`config.mk`:
```
export PLATFORM = sky130hd
export DESIGN_NAME = xlr8_result_writer
export DESIGN_NICKNAME = d
export VERILOG_FILES = /design/src/rtl/xlr8_pkg.sv /design/src/rtl/xlr8_rise_det.sv /design/src/rtl/xlr8_result_writer.sv
export SDC_FILE = /design/constraint.sdc
export NUM_CORES = 1
export LEC_CHECK = 0
export BUFFER_PORTS_ARGS = -buffer_cell sky130_fd_sc_hd__buf_2
export CAP_MARGIN = 20
export CORE_AREA = 2 2 414 416
export DETAILED_ROUTE_END_ITERATION = 10
export DIE_AREA = 0 0 416 418
export PLACE_DENSITY = 0.43
export SYNTH_ARGS = -nofsm -noshare
export SYNTH_HDL_FRONTEND = slang
export SYNTH_SLANG_ARGS = --single-unit
```
`constraint.sdc`:
```
create_clock -name clk -period 73.7 [get_ports clk]
set_clock_uncertainty 0.1 [all_clocks]
set_input_delay 14.74 -clock clk [delete_from_list [all_inputs] [get_ports clk]]
set_output_delay 14.74 -clock clk [all_outputs]
set_load 0.05 [all_outputs]
```
`src/rtl/xlr8_pkg.sv`:
```
// Shared sizing defaults and FSM encoding for the xlr8 result write-back path.
package xlr8_pkg;
    localparam int DIM    = 8;
    localparam int DW     = 16;
    localparam int AW     = 10;
    localparam int NWORDS = DIM * DIM;

    typedef enum logic [1:0] {
        S_IDLE  = 2'd0,
        S_WRITE = 2'd1,
        S_FIN   = 2'd2
    } state_t;
endpackage

```
`src/rtl/xlr8_rise_det.sv`:
```
// Rising-edge detector for the xlr8 done level, held off for one cycle after reset
// so a done that is already high across reset release is not taken as a new job.
module xlr8_rise_det (
    input  logic clk,
    input  logic rst,
    input  logic done,
    output logic rise
);
    logic done_q;
    logic armed;

    always_ff @(posedge clk) begin
        if (rst) begin
            done_q <= 1'b0;
            armed  <= 1'b0;
        end else begin
            done_q <= done;
            armed  <= 1'b1;
        end
    end

    assign rise = done & ~done_q & armed;
endmodule

```
`src/rtl/xlr8_result_writer.sv`:
```
// Snapshots the xlr8 C matrix on done and streams it row-major to the result memory,
// one word per accepted beat, with registered address/data held stable under backpressure.
module xlr8_result_writer #(
    parameter int DIM = xlr8_pkg::DIM,
    parameter int DW  = xlr8_pkg::DW,
    parameter int AW  = xlr8_pkg::AW
) (
    input  logic                  clk,
    input  logic                  rst,
    input  logic                  done,
    input  logic [AW-1:0]         addr_mtxC,
    input  logic [DIM*DIM*DW-1:0] c_flat,
    input  logic                  mem_wr_ready,
    output logic                  mem_wr_en,
    output logic [AW-1:0]         mem_wr_addr,
    output logic [DW-1:0]         mem_wr_data,
    output logic                  busy,
    output logic                  wr_done,
    output logic                  err_overrun
);
    import xlr8_pkg::*;

    localparam int NW = DIM * DIM;
    localparam int IW = $clog2(NW);

    state_t          state, state_nx;
    logic [DW-1:0]   snap [NW];
    logic [AW-1:0]   base;
    logic [IW-1:0]   idx;
    logic [IW-1:0]   nidx;
    logic            rise;
    logic            accept;
    logic            last;

    xlr8_rise_det u_rise_det (
        .clk  (clk),
        .rst  (rst),
        .done (done),
        .rise (rise)
    );

    assign accept = mem_wr_en & mem_wr_ready;
    assign last   = accept && (idx == IW'(NW - 1));
    assign nidx   = idx + IW'(1);

    always_comb begin
        state_nx = state;
        case (state)
            S_IDLE:  if (rise) state_nx = S_WRITE;
            S_WRITE: if (last) state_nx = S_FIN;
            S_FIN:   state_nx = S_IDLE;
            default: state_nx = S_IDLE;
        endcase
    end

    // Snapshot is pure data; a stale copy is never read before the next capture.
    always_ff @(posedge clk) begin
        if (state == S_IDLE && rise && !rst) begin
            for (int i = 0; i < NW; i++) snap[i] <= c_flat[i*DW +: DW];
        end
    end

    always_ff @(posedge clk) begin
        if (rst) begin
            state       <= S_IDLE;
            mem_wr_en   <= 1'b0;
            mem_wr_addr <= '0;
            mem_wr_data <= '0;
            busy        <= 1'b0;
            wr_done     <= 1'b0;
            err_overrun <= 1'b0;
            base        <= '0;
            idx         <= '0;
        end else begin
            state   <= state_nx;
            wr_done <= 1'b0;
            if (rise && state != S_IDLE) err_overrun <= 1'b1;
            case (state)
                S_IDLE: begin
                    if (rise) begin
                        base        <= addr_mtxC;
                        idx         <= '0;
                        busy        <= 1'b1;
                        mem_wr_en   <= 1'b1;
                        mem_wr_addr <= addr_mtxC;
                        mem_wr_data <= c_flat[DW-1:0];
                    end
                end
                S_WRITE: begin
                    if (last) begin
                        mem_wr_en <= 1'b0;
                        wr_done   <= 1'b1;
                    end else if (accept) begin
                        idx         <= nidx;
                        mem_wr_addr <= base + AW'(nidx);
                        mem_wr_data <= snap[nidx];
                    end
                end
                S_FIN:   busy <= 1'b0;
                default: ;
            endcase
        end
    end
endmodule

```
==> flow_metrics.env, run 1 <==
export IMPL_dp_hpwl_mm=128
export IMPL_grt_usage_pct=18.9
export IMPL_port_buffers=1067
export IMPL_cp_required_ps=73990
export IMPL_die_x_um=416
export IMPL_syn_inst=2075
export IMPL_crit_fanout=80
export IMPL_worstPathCellList="buf_2 > nand2_1 > nor2_1 > nand2_1 > nor2_4 > buf_4 > buf_4 > buf_4 > buf_4"
export IMPL_start_kind="input port"
export IMPL_crit_type="input port to flop"
export IMPL_vias=25182
export IMPL_cts_sinks=1074
export IMPL_post_route_drc_count=0
export IMPL_grt_ovfl_total=0
export IMPL_final_area_mm2=0.0537
export IMPL_area_growth_pct=29.4
export IMPL_postRouteAntennaNets=0
export IMPL_final_cell_mix="1,068 x buf_2, 1,024 x edfxtp_1, 291 x nand2_1"
export IMPL_post_cts_hold_buffer_count=0
export IMPL_cts_buffers=130
export IMPL_clk_latency_ps=780
export IMPL_p_comb_share_pct=4.6
export IMPL_tightestPinTransition_ps=1560
export IMPL_hp_start="err_overrun"
export IMPL_cts_resized=0
export IMPL_grt_pass1_wl_mm=221
export IMPL_vias_per_cell=4.53
export IMPL_final_max_slew_viol_count=1
export IMPL_fmax_ghz=0.0514
export IMPL_synth_seq_cells=1074
export IMPL_layout_drive_gt1_share_pct=47.9
export IMPL_p_seq_share_pct=49.9
export IMPL_start_util_pct=24.5
export IMPL_synth_area_mm2=0.0415
export IMPL_drt_iter0_markers=2219
export IMPL_fin_nets=4254
export IMPL_place_area_mm2=0.0495
export IMPL_final_common_cell="buf_2"
export IMPL_cap_viol_max_count=0
export IMPL_ff2ff_path_depth=8
export IMPL_cp_arrival_ps=19760
export IMPL_hold_viol=0
export IMPL_coreArea_mm2=0.169
export IMPL_die_h_um=418
export IMPL_ios=1068
export IMPL_vdd_drop_max_mv=0.0205
export IMPL_wirelength_mm=169
export IMPL_synth_fp_nets=3121
export IMPL_fillers=16693
export IMPL_netSwitchingFraction_pct=21.9
export IMPL_holdCritPathClass="flop to flop"
export IMPL_ys_warn_count=0
export IMPL_htree_levels=4
export IMPL_setup_tns_ps=0
export IMPL_rrSetupSlack_ps=68040
export IMPL_setup_violations_final=0
export IMPL_cellLeakagePower_nw=18.8
export IMPL_power_share_clock_pct=45.5
export IMPL_cp_endpoint="snap[10][3]"
export IMPL_cp_slowest_cell="buf_4"
export IMPL_cp_startpoint="done"
export IMPL_failed_checks="slew limit"
export IMPL_cts_path_max_buffers=3
export IMPL_cts_root_buf="clkbuf_16"
export IMPL_synth_flop_cell="edfxtp_1"
export IMPL_gp_congestion=0.826
export IMPL_net_switching_power_w=0.000303
export IMPL_wl_per_cell_um=30.3
export IMPL_slew_headroom_pct=-4.05
export IMPL_max_stage_delay_ps=920
export IMPL_powerDensity_mw_per_mm2=25.9
export IMPL_crit_top_cell="buf_4"
export IMPL_cts_clk_slew_worst_paths_ps=60
export IMPL_postCtsSetupBuffers=0
export IMPL_ys_types=46
export IMPL_async_reset_ff_share_pct=0
export IMPL_cp_end_kind="flop"
export IMPL_antenna_found_initial=165
export IMPL_fin_crit_sh_pct=26.4
export IMPL_rsz0062_at_grt="false"
export IMPL_rr_endpoint="snap[10][3]"
export IMPL_grt_max_degree=188
export IMPL_die_area_mm2=0.174
export IMPL_grt_pass1_vias=25805
export IMPL_internal_power_w=0.00109
export IMPL_synth_avg_cell_area_um2=20.0
export IMPL_synth_seq_area_share_pct=76.5
export IMPL_drt_first_pass_iters=5
export IMPL_period_needed_ps=19470
export IMPL_status="complete, but fails checks"
export IMPL_synth_edf_count=1024
export IMPL_cts_tree="built"
export IMPL_regToRegStartpoint="u_rise_det.armed"
export IMPL_rows=151
## critical path: cells and delay by family
kind	cells	cell delay, ps
and+or+nand+nor	4	1490
buffers and inverters	5	3290
## sequential cells by signal, indices dropped and copies added, names as in the netlist
signal / count
base: 10
u_rise_det.armed: 1
snap: 1024
wr_done: 1
state: 2
busy: 1
idx: 6
mem_wr_en: 1
u_rise_det.done_q: 1
mem_wr_addr: 10
mem_wr_data: 16
err_overrun: 1
## cells in the mapped netlist, types with 2 or more instances
library cell / instances / area, um2
or3_1: 2 / 12.5
o21bai_1: 2 / 15.0
and2_1: 2 / 12.5
buf_6: 9 / 101
mux4_2: 256 / 5770
buf_2: 45 / 225
dfxtp_1: 50 / 1000
buf_1: 6 / 22.5
a32oi_1: 13 / 114
nor3_1: 6 / 30.0
clkbuf_1: 34 / 128
mux2i_1: 16 / 160
o21ai_0: 20 / 100
inv_2: 2 / 7.51
xor2_1: 2 / 17.5
ha_1: 7 / 87.6
and3_1: 39 / 244
nand2_1: 291 / 1090
nor3b_1: 2 / 15.0
buf_4: 17 / 128
nand2b_1: 4 / 25.0
a21o_1: 3 / 22.5
o21a_1: 3 / 22.5
edfxtp_1: 1024 / 30700
nor2_1: 27 / 101
a211oi_1: 24 / 180
nor2b_1: 3 / 18.8
inv_1: 7 / 26.3
o211ai_1: 2 / 15.0
a21oi_1: 33 / 165
o31ai_1: 16 / 120
a311oi_1: 19 / 166
a31oi_1: 34 / 213
buf_8: 6 / 90.1
xnor2_1: 5 / 43.8
nand3_1: 34 / 170
## worst min path at each step
stage                endpoint  slack, ps  cells after the start
2_1_floorplan         base[0]        340                      2
3_3_place_gp   mem_wr_data[7]        340                      2
5_1_grt           err_overrun        360                      2
4_1_cts           err_overrun        340                      2
3_5_place_dp      err_overrun        340                      2
6_report          err_overrun        340                      2
## kinds of logic (layout without fill, tap and decap cells)
| family | count (synthesis) | count (layout) | synth area share (%) |
|---|---|---|---|
| flip-flops | 1074 | 1074 | 76.5 |
| AND/OR/NAND/NOR | 415 | 415 | 4.25 |
| multiplexers | 272 | 272 | 14.3 |
| AO/OA/AOI/OAI | 172 | 172 | 2.80 |
| buffers and inverters | 127 | 1357 | 1.76 |
| adder cells (fa/ha/maj) | 8 | 8 | 0.259 |
| XOR/XNOR | 7 | 7 | 0.148 |
| other | 0 | 39 | 0 |
## power by group through the flow
stage	registers, W	clock network (W)	logic (W)
2_1_floorplan	0.000734	0	0.0000195
3_3_place_gp	0.000706	0	0.0000633
3_5_place_dp	0.000706	0	0.0000638
4_1_cts	0.000693	0.000648	0.0000641
5_1_grt	0.000694	0.000670	0.0000685
6_report	0.000693	0.000632	0.0000632
## stage by stage
step           hold slack [ps]  utilization (%)  std cells  power (W)  worst slack (ps)
2_1_floorplan              341                -       2075   0.000754             13580
3_3_place_gp               342             29.3       5293   0.000769             53400
3_5_place_dp               336             29.3       5294   0.000769             53350
4_1_cts                    343             31.7       5523    0.00141             54210
5_1_grt                    363             31.8       5556    0.00143             53850
6_report                   343             31.8       5562    0.00139             54230
## routing by layer
layer	vias up	GRT usage (%)	part of all wire, %
met1	12774	22.8	39
met2	1171	32.2	51
met4	74	6.67	2.9
met5	-	0	0.25
met3	386	5.53	7.4
li1	10777	-	-
## cell type report
cell class              count  area [um2]  share of cell area (%)
diodes                     39        97.6                   0.182
multi-input cells         874        9160                    17.1
inverters                  10        42.5                  0.0792
flip-flops and latches   1074       31800                    59.1
clock buffers             165        3460                    6.44
clock inverters            64         661                    1.23
well taps                2218        2780                    5.17
repair buffers           1118        5760                    10.7
Note: power is estimated with default switching activity, not from simulation.
==> inputs of run 2 (changes only) <==
Clock period 73.7 ns to 18 ns, I/O delays scaled along.
==> flow_metrics.env, run 2 (same netlist as run 1, synthesis figures left out) <==
export IMPL_hold_viol=0
export IMPL_postCtsSetupBuffers=0
export IMPL_regMostFlops="snap"
export IMPL_clk_latency_ps=770
export IMPL_m1WireLength_mm=65.9
export IMPL_wl_met3_mm=11.8
export IMPL_cts_buffers=121
export IMPL_die_x_um=416
export IMPL_status="complete, no violations"
export IMPL_routed_top_layer="met5"
export IMPL_rsz0062_at_grt="false"
export IMPL_cp_slowest_cell="buf_4"
export IMPL_place_area_mm2=0.0495
export IMPL_cap_viol_max_count=0
export IMPL_largestRegisters="snap (1024), mem_wr_data (16)"
export IMPL_wl_met2_mm=86.7
export IMPL_cp_arrival_ps=7910
export IMPL_grt_ovfl_total=0
export IMPL_coreArea_mm2=0.169
export IMPL_gp_congestion=0.843
export IMPL_tightestPinTransition_ps=1250
export IMPL_period_needed_ps=7650
export IMPL_post_route_drc_count=0
export IMPL_powerDensity_mw_per_mm2=104
export IMPL_regArea_mm2=0.0318
export IMPL_fin_nets=4244
export IMPL_cts_clk_slew_worst_paths_ps=60
export IMPL_antenna_found_initial=172
export IMPL_vias_per_cell=4.52
export IMPL_rows=151
export IMPL_finalNonFillerCells=5561
export IMPL_die_area_mm2=0.174
export IMPL_dp_hpwl_mm=129
export IMPL_holdCritPathClass="flop to flop"
export IMPL_cts_path_max_buffers=3
export IMPL_post_cts_hold_buffer_count=0
export IMPL_wl_per_cell_um=30.5
export IMPL_fillers=16775
export IMPL_ios=1068
export IMPL_start_util_pct=24.5
export IMPL_cts_resized=0
export IMPL_crit_type="input port to flop"
export IMPL_drt_first_pass_iters=5
export IMPL_final_cell_mix="1,067 x buf_2, 1,024 x edfxtp_1, 289 x nand2_1"
export IMPL_wirelength_mm=169
export IMPL_grt_pass1_vias=26249
export IMPL_largest_reg_flops=1024
export IMPL_area_growth_pct=29.0
export IMPL_port_buffers=1067
export IMPL_cp_end_kind="flop"
export IMPL_layout_drive_gt1_share_pct=47.5
export IMPL_setup_violations_final=0
export IMPL_vias=25132
export IMPL_cp_required_ps=18260
export IMPL_cts_sinks=1074
export IMPL_cts_root_buf="clkbuf_16"
export IMPL_die_h_um=418
export IMPL_grt_pass1_wl_mm=224
export IMPL_cellLeakagePower_nw=18.7
export IMPL_placed_cells=5293
export IMPL_crit_fanout=172
export IMPL_max_stage_delay_ps=830
export IMPL_grt_usage_pct=19.0
export IMPL_htree_levels=3
export IMPL_fmax_ghz=0.131
export IMPL_postRouteAntennaNets=0
export IMPL_worstPathCellList="buf_2 > nand2_8 > nor2_4 > nand2_2 > nor2_4 > buf_4 > buf_12 > buf_12 > buf_4"
export IMPL_grt_max_degree=173
export IMPL_final_max_slew_viol_count=0
export IMPL_slew_headroom_pct=16.6
export IMPL_start_kind="input port"
export IMPL_vdd_drop_max_mv=0.0955
export IMPL_multi_input_area_mm2=0.00918
export IMPL_fin_crit_sh_pct=42.5
export IMPL_drt_iter0_markers=2054
export IMPL_final_common_cell="buf_2"
export IMPL_cts_tree="built"
export IMPL_final_area_mm2=0.0535
[run 2: cell count changes in the layout (fill, tap and decap cells not counted), sizes merged]
cell,delta
buf,-1
inv,-3
clkinvlp,-2
diode,+7
clkinv,+8
clkbuf,-11
bufinv,+1
[run 2: final timing paths]
kind                       start               to  slack (ps)  cells after the start
setup / recovery            done      snap[44][8]       10350                      9
hold / removal    mem_wr_data[3]   mem_wr_data[3]         350                      2
setup reg to reg          idx[0]  mem_wr_data[14]       12780                     10
hold reg to reg   mem_wr_data[3]   mem_wr_data[3]         350                      2
[run 2: critical path: cells and delay by family]
family / cells / cell delay, ps
buf+inv: 5 / 2760
simple gates: 4 / 800
[run 2: metal layers]
layer  GRT usage [%]  up-vias
met4            5.98       70
met2            32.9     1045
met5               0        -
met3            5.38      404
met1            22.7    12823
li1                -    10790
[run 2: through the flow]
stage | TNS [ps] | hold WS [ps] | util, % | setup WS (ps) | power (W)
floorplan | -1641350 | 341 | - | -1600 | 0.00301
finish | 0 | 349 | 31.7 | 10350 | 0.00556
detailed placement | 0 | 336 | 29.3 | 9710 | 0.00315
global placement | 0 | 339 | 29.3 | 9770 | 0.00315
global route | 0 | 386 | 31.6 | 10200 | 0.00574
CTS | 0 | 350 | 31.6 | 10550 | 0.00563
[run 2: report_power, final]
part           internal [W]  total (W)  switching [W]
logic              0.000120   0.000259       0.000139
clock network       0.00141    0.00247        0.00106
registers           0.00281    0.00284      0.0000229
[run 2: area by class of cell]
cell class | instances | area share, %
clock buffer | 154 | 5.97
antenna | 46 | 0.215
tap | 2218 | 5.18
timing repair buffer | 1117 | 10.8
inverter | 10 | 0.0795
clock inverter | 68 | 1.27
sequential | 1074 | 59.3
multi-input combinational | 874 | 17.1
